==> config.mk <==
export PLATFORM = sky130hd
export DESIGN_NAME = fetch_stage
export DESIGN_NICKNAME = d
export VERILOG_FILES = /design/src/rtl/fetch_stage_pkg.sv /design/src/rtl/fetch_stage_ifid.sv /design/src/rtl/fetch_stage.sv
export SDC_FILE = /design/constraint.sdc
export NUM_CORES = 1
export LEC_CHECK = 0
export ABC_CLOCK_PERIOD_IN_PS = 2550
export BUFFER_PORTS_ARGS = -buffer_cell sky130_fd_sc_hd__buf_2
export CORE_MARGIN = 5
export CORE_UTILIZATION = 50
export CTS_CLUSTER_DIAMETER = 40
export CTS_CLUSTER_SIZE = 30
export DETAILED_ROUTE_END_ITERATION = 10
export PLACE_DENSITY = 0.81
export SYNTH_ARGS = -nofsm -noshare
export SYNTH_HDL_FRONTEND = slang
export SYNTH_HIERARCHICAL = 1
export SYNTH_SLANG_ARGS = --single-unit
==> constraint.sdc <==
create_clock -name clk -period 2.55 [get_ports clk]
set_input_delay 0.1275 -clock clk [delete_from_list [all_inputs] [get_ports clk]]
set_output_delay 0.1275 -clock clk [all_outputs]
set_load 0.02 [all_outputs]
==> src/rtl/fetch_stage_pkg.sv <==
// Shared CPU constants for the fetch stage and downstream pipeline registers.
package fetch_stage_pkg;

    localparam int          INSTR_W          = 32;
    localparam logic [31:0] NOP_INSTR        = 32'h0000_0000;  // sll $0,$0,0
    localparam int          PC_STEP          = 4;
    localparam logic [31:0] DEFAULT_RESET_PC = 32'h0000_0000;

endpackage

==> src/rtl/fetch_stage_ifid.sv <==
// IF/ID pipeline register: flush beats load, otherwise hold. Valid travels with the data.
module ifid_reg
    import fetch_stage_pkg::*;
#(
    parameter int ADDR_W = 32
) (
    input  logic               clk,
    input  logic               rst_n,
    input  logic               load,
    input  logic               flush,
    input  logic [INSTR_W-1:0] instr_p0,
    input  logic [ADDR_W-1:0]  pc4_p0,
    output logic [INSTR_W-1:0] instr_p1,
    output logic [ADDR_W-1:0]  pc4_p1,
    output logic               vld_p1
);

    // p0 -> p1 stage boundary
    always_ff @(posedge clk or negedge rst_n) begin
        if (!rst_n) begin
            instr_p1 <= NOP_INSTR;
            pc4_p1   <= '0;
            vld_p1   <= 1'b0;
        end else if (flush) begin
            instr_p1 <= NOP_INSTR;
            pc4_p1   <= '0;
            vld_p1   <= 1'b0;
        end else if (load) begin
            instr_p1 <= instr_p0;
            pc4_p1   <= pc4_p0;
            vld_p1   <= 1'b1;
        end
    end

endmodule

==> src/rtl/fetch_stage.sv <==
// MIPS instruction-fetch stage: PC, imem address, IF/ID register, stall and redirect handling.
// Optional performance counters enabled by defining FETCH_PERF_CNT_EN.
module fetch_stage
    import fetch_stage_pkg::*;
#(
    parameter int                ADDR_W   = 32,
    parameter logic [ADDR_W-1:0] RESET_PC = ADDR_W'(DEFAULT_RESET_PC)
) (
    input  logic               clk,
    input  logic               reset,
    input  logic               stall,
    input  logic               redirect,
    input  logic [ADDR_W-1:0]  redirect_target,
    output logic [ADDR_W-1:0]  imem_addr,
    input  logic [INSTR_W-1:0] imem_data,
    output logic [ADDR_W-1:0]  pc,
    output logic [INSTR_W-1:0] ifid_instr,
    output logic [ADDR_W-1:0]  ifid_pc4,
`ifdef FETCH_PERF_CNT_EN
    output logic [31:0]        fetch_count,
    output logic [31:0]        stall_count,
    output logic [31:0]        flush_count,
`endif
    output logic               ifid_valid
);

    logic [ADDR_W-1:0] pc_plus4;
    logic              advance;

    // Carry out of the adder is dropped so the PC wraps silently.
    assign pc_plus4  = pc + ADDR_W'(PC_STEP);
    assign advance   = !stall && !redirect;
    assign imem_addr = pc;

    // PC register stage boundary
    always_ff @(posedge clk or negedge reset) begin
        if (!reset) begin
            pc <= RESET_PC;
        end else if (redirect) begin
            pc <= {redirect_target[ADDR_W-1:2], 2'b00};
        end else if (advance) begin
            pc <= pc_plus4;
        end
    end

    ifid_reg #(
        .ADDR_W(ADDR_W)
    ) u_ifid (
        .clk     (clk),
        .rst_n   (reset),
        .load    (advance),
        .flush   (redirect),
        .instr_p0(imem_data),
        .pc4_p0  (pc_plus4),
        .instr_p1(ifid_instr),
        .pc4_p1  (ifid_pc4),
        .vld_p1  (ifid_valid)
    );

`ifdef FETCH_PERF_CNT_EN
    // Counter stage boundary: one counter per edge category, same priority as the PC update.
    always_ff @(posedge clk or negedge reset) begin
        if (!reset) begin
            fetch_count <= '0;
            stall_count <= '0;
            flush_count <= '0;
        end else if (redirect) begin
            flush_count <= flush_count + 32'd1;
        end else if (stall) begin
            stall_count <= stall_count + 32'd1;
        end else begin
            fetch_count <= fetch_count + 32'd1;
        end
    end
`endif

endmodule

==> qor.csv <==
stage,metric,value,unit
outcome,status,"complete, no violations",
global_route,global-route usage over all layers,21.9,%
power_and_ir_drop,LEAKAGE,3.16,nW
yosys,top_reg_cell synth,dfrtp_1,
power_and_ir_drop,Clock power frac,29.0,%
worst_setup_path,Startpoint Class,flip-flop,
worst_setup_path,critical path required time,2810,ps
yosys,Synth warnings,6,
yosys,Compound-Gate Fraction of Synth Area,5.22,%
sta,fmax,0.432,GHz
yosys,Mapped Area,0.00515,mm^2
drt,DRT antenna net count,0,
yosys,Synth Area in Simple Gates,19.0,%
die,row cnt,37,
place,worst slack at placement,279,ps
sta,measured slew at the worst slew-check pin,694,ps
final_layout,design area,0.00643,mm^2
die,DIE AREA,0.0124,mm^2
die,I/O Pins,197,
worst_setup_path,CP most frequent cell,or4_1,
yosys,mux share of post-synthesis cell area,12.6,%
drt,vias,4478,
sta,unrepaired setup endpoints after global routing,false,
sta,Slew Limit Fails,0,
yosys,main combinational cell family by area after synthesis,simple AND/OR/NAND/NOR gates,
power_and_ir_drop,Seq pwr share,47.9,%
clocking,"CTS clk-pin slew, worst paths",100,ps
yosys,ys async rst share,100,%
yosys,library cells used by synthesis,42,
die,Initial Utilization,50.6,%
power_and_ir_drop,P_sw,1.19,mW
worst_setup_path,"Cell Chain, Critical Path",nand4_4 -> buf_4 -> or4_1 -> or4_1 -> a31oi_1,
sta,Final Hold Vio Count,0,
hold_path,HP Class,in2reg,
worst_setup_path,Worst R2R Path Depth,5,
place,PortBufs,190,
final_layout,Multi-input gate area,0.00229,mm^2
sta,setup violators final,0,
sta,min Tclk post-route,2310,ps
yosys,number of flops mapped to enable cells by yosys,0,
worst_setup_path,CP Capture Type,flip-flop,
yosys,Synth area leaders,"dfrtp_1, mux2i_1, nor2_1",
sta,period utilisation layout,90.7,%
drt,DR iter-0 viols,199,
yosys,Gate Count Post-Synth,523,
sta,Fin Setup TNS,0,ps
drt,WL met1,5.72,mm
yosys,#FFs+latches synth,95,
sta,skew final,19.3,ps
drt,met2 wire length,6.69,mm
power_and_ir_drop,Power Density,558,mW/mm^2
worst_setup_path,CP max-delay cell,or4_1,
worst_setup_path,worst-path fanout max,12,
die,Die Ht,112,um
global_route,pin count of the biggest net entering global routing,64,
drt,drt pass-1 iters,5,
drt,wire per inst,16.3,um
die,Placeable Area,0.0102,mm^2
final_layout,n_diodes,0,
final_layout,Layout area overhead,24.8,%
yosys,Syn Area/Cell,9.85,um^2
worst_setup_path,critical path's top delay family,simple AND/OR/NAND/NOR gates,
worst_setup_path,Crit path depth,5,
drt,DRC viols,0,
place,gpl congestion,0.855,
global_route,Overflow after GRT,0,
hold_path,hold path depth,3,
yosys,"count leader, synth",dfrtp_1,
final_layout,fin nets,768,
clocking,H-Tree Depth,3,
power_and_ir_drop,Pint,2.39,mW
drt,vias per inst,5.33,
global_route,initial antenna violation count,0,
place,dpl cell area,0.00601,mm^2
power_and_ir_drop,worst vdd rail ir drop,0.346,mV
global_route,first-pass GRT wire length,22.6,mm
final_layout,layout cells sized above 1,33.2,%
clocking,Clock Path Buffers,2,
yosys,"Seq/Total Area, Yosys",46.2,%
final_layout,FILL cells,893,
clocking,CTS Sinks,95,
worst_setup_path,max incr delay on CP,740,ps
sta,Slew HR,53.7,%
sta,setup ws final,238,ps
power_and_ir_drop,combinational power share,23.1,%
worst_setup_path,crit path buf inv count,1,
drt,met3 routed WL,1.02,mm
final_layout,Storage cell area,0.00238,mm^2
yosys,Yosys top cell by area,dfrtp_1,
place,Detail Placement HPWL,10.1,mm
yosys,most frequent cells after synthesis,"dfrtp_1, nor2_1, mux2i_1, buf_4",
worst_setup_path,crit path DAT,2580,ps
die,die width,112,um
global_route,vias in the first global route,4530,
worst_setup_path,critical path type,reg2reg,
drt,final WL,13.7,mm
yosys,Post-Synth Adder-Cell Area,0.243,%
clocking,root buf cell,clkbuf_8,
clocking,worst skew pair latency,360,ps
clocking,CTS tree,done,
power_and_ir_drop,sw frac,33.3,%
run,Max Cap Violations,0,
clocking,Num CTS Buffers,9,
yosys,Yosys top cell area share,46.2,%
drt,highest routed layer,met4,
yosys,Synth Area in XOR/XNOR,6.80,%
clocking,postcts setup bufs,0,
final timing paths:
path | startpoint | to | slack, ps
max | imem_addr[10] | imem_addr[30] | 240
min | imem_data[24] | u_ifid/instr_p1[24] | 10
max reg2reg | imem_addr[10] | imem_addr[30] | 240
min reg2reg | u_ifid/vld_p1 | u_ifid/vld_p1 | 520
max in group asynchronous | reset | imem_addr[4] | 1530
min in group asynchronous | reset | imem_addr[8] | 300
area by class of cell:
type                            instances  share of cell area [%]
Multi-Input combinational cell        353                    35.6
Clock inverter                          7                    1.34
Sequential cell                        95                    37.0
Tap cell                              136                    2.65
Inverter                               10                   0.584
Timing Repair Buffer                  230                    20.9
Clock buffer                            9                    1.93
routing by layer:
metal,up-vias,global-route usage [%]
met2,172,36.2
met1,2166,28.1
met5,-,0
met4,0,6.57
li1,2122,-
met3,18,6.25
power groups by stage:
stage | clock [mW] | sequential, mW | combinational, mW
2_1_floorplan | 0 | 1.84 | 0.459
3_3_place_gp | 0 | 1.74 | 0.792
3_5_place_dp | 0 | 1.75 | 0.809
4_1_cts | 1.07 | 1.72 | 0.834
5_1_grt | 1.12 | 1.74 | 0.902
6_report | 1.04 | 1.72 | 0.829
timing repair:
| item | in CTS | in global routing |
|---|---|---|
| hold buffers | 20 | 1 |
| hold endpoints to repair | 65 | 1 |
| gates resized for setup | 0 | 0 |
layout by cell type (no fill, tap or decap), drive strengths merged:
| cell | netlist | final |
|---|---|---|
| nand4b | 1 | 1 |
| xnor2 | 30 | 30 |
| and4 | 2 | 2 |
| o21ai | 15 | 15 |
| dlygate4sd3 | 0 | 21 |
| a211o | 1 | 1 |
| buf | 51 | 209 |
| a31oi | 10 | 10 |
| a311oi | 1 | 1 |
| bufinv | 0 | 1 |
| inv | 10 | 14 |
| mux2i | 65 | 65 |
| dfrtp | 95 | 95 |
| o31ai | 6 | 6 |
| or4 | 13 | 13 |
| nand2 | 30 | 30 |
| nor4 | 8 | 8 |
| a31o | 2 | 2 |
| nand4 | 15 | 15 |
| nor2b | 1 | 1 |
| conb | 1 | 6 |
| clkbuf | 19 | 9 |
| nand3 | 23 | 23 |
| and3 | 2 | 2 |
| or2 | 2 | 2 |
| nor2 | 91 | 91 |
| clkinv | 0 | 2 |
| xor2 | 10 | 10 |
| o311ai | 1 | 1 |
| nor4b | 2 | 2 |
| a311o | 3 | 3 |
| a21oi | 1 | 1 |
| ha | 1 | 1 |
| nor3 | 6 | 6 |
| or3 | 2 | 2 |
| o211ai | 1 | 1 |
| nand3b | 2 | 2 |
through the flow:
stage | utilization [%] | hold slack (ps) | std cells | power [mW]
4_1_cts | 63.0 | 3.52 | 839 | 3.62
5_1_grt | 63.1 | 12.7 | 840 | 3.76
3_3_place_gp | 59.0 | 169 | 803 | 2.53
2_1_floorplan | - | -168 | 528 | 2.30
3_5_place_dp | 59.0 | 170 | 803 | 2.55
6_report | 63.1 | 11.6 | 840 | 3.59
cells by family after synthesis:
kind of cell    Yosys count
simple gates            200
flops                    95
buf+inv                  80
mux                      65
compound gates           41
xor+xnor                 40
fa+ha+maj                 1
other cells               1
state kept, by name, indices dropped and copies added (netlist names):
register and flops:
u_ifid/vld_p1 1, u_ifid/instr_p1 32, u_ifid/pc4_p1 32, imem_addr 30
worst min-delay path, stage by stage:
cell     delay [ps]
buf_2            80
mux2i_1          60
nor2_1           80
No activity file was read; power rests on OpenSTA's default activity.
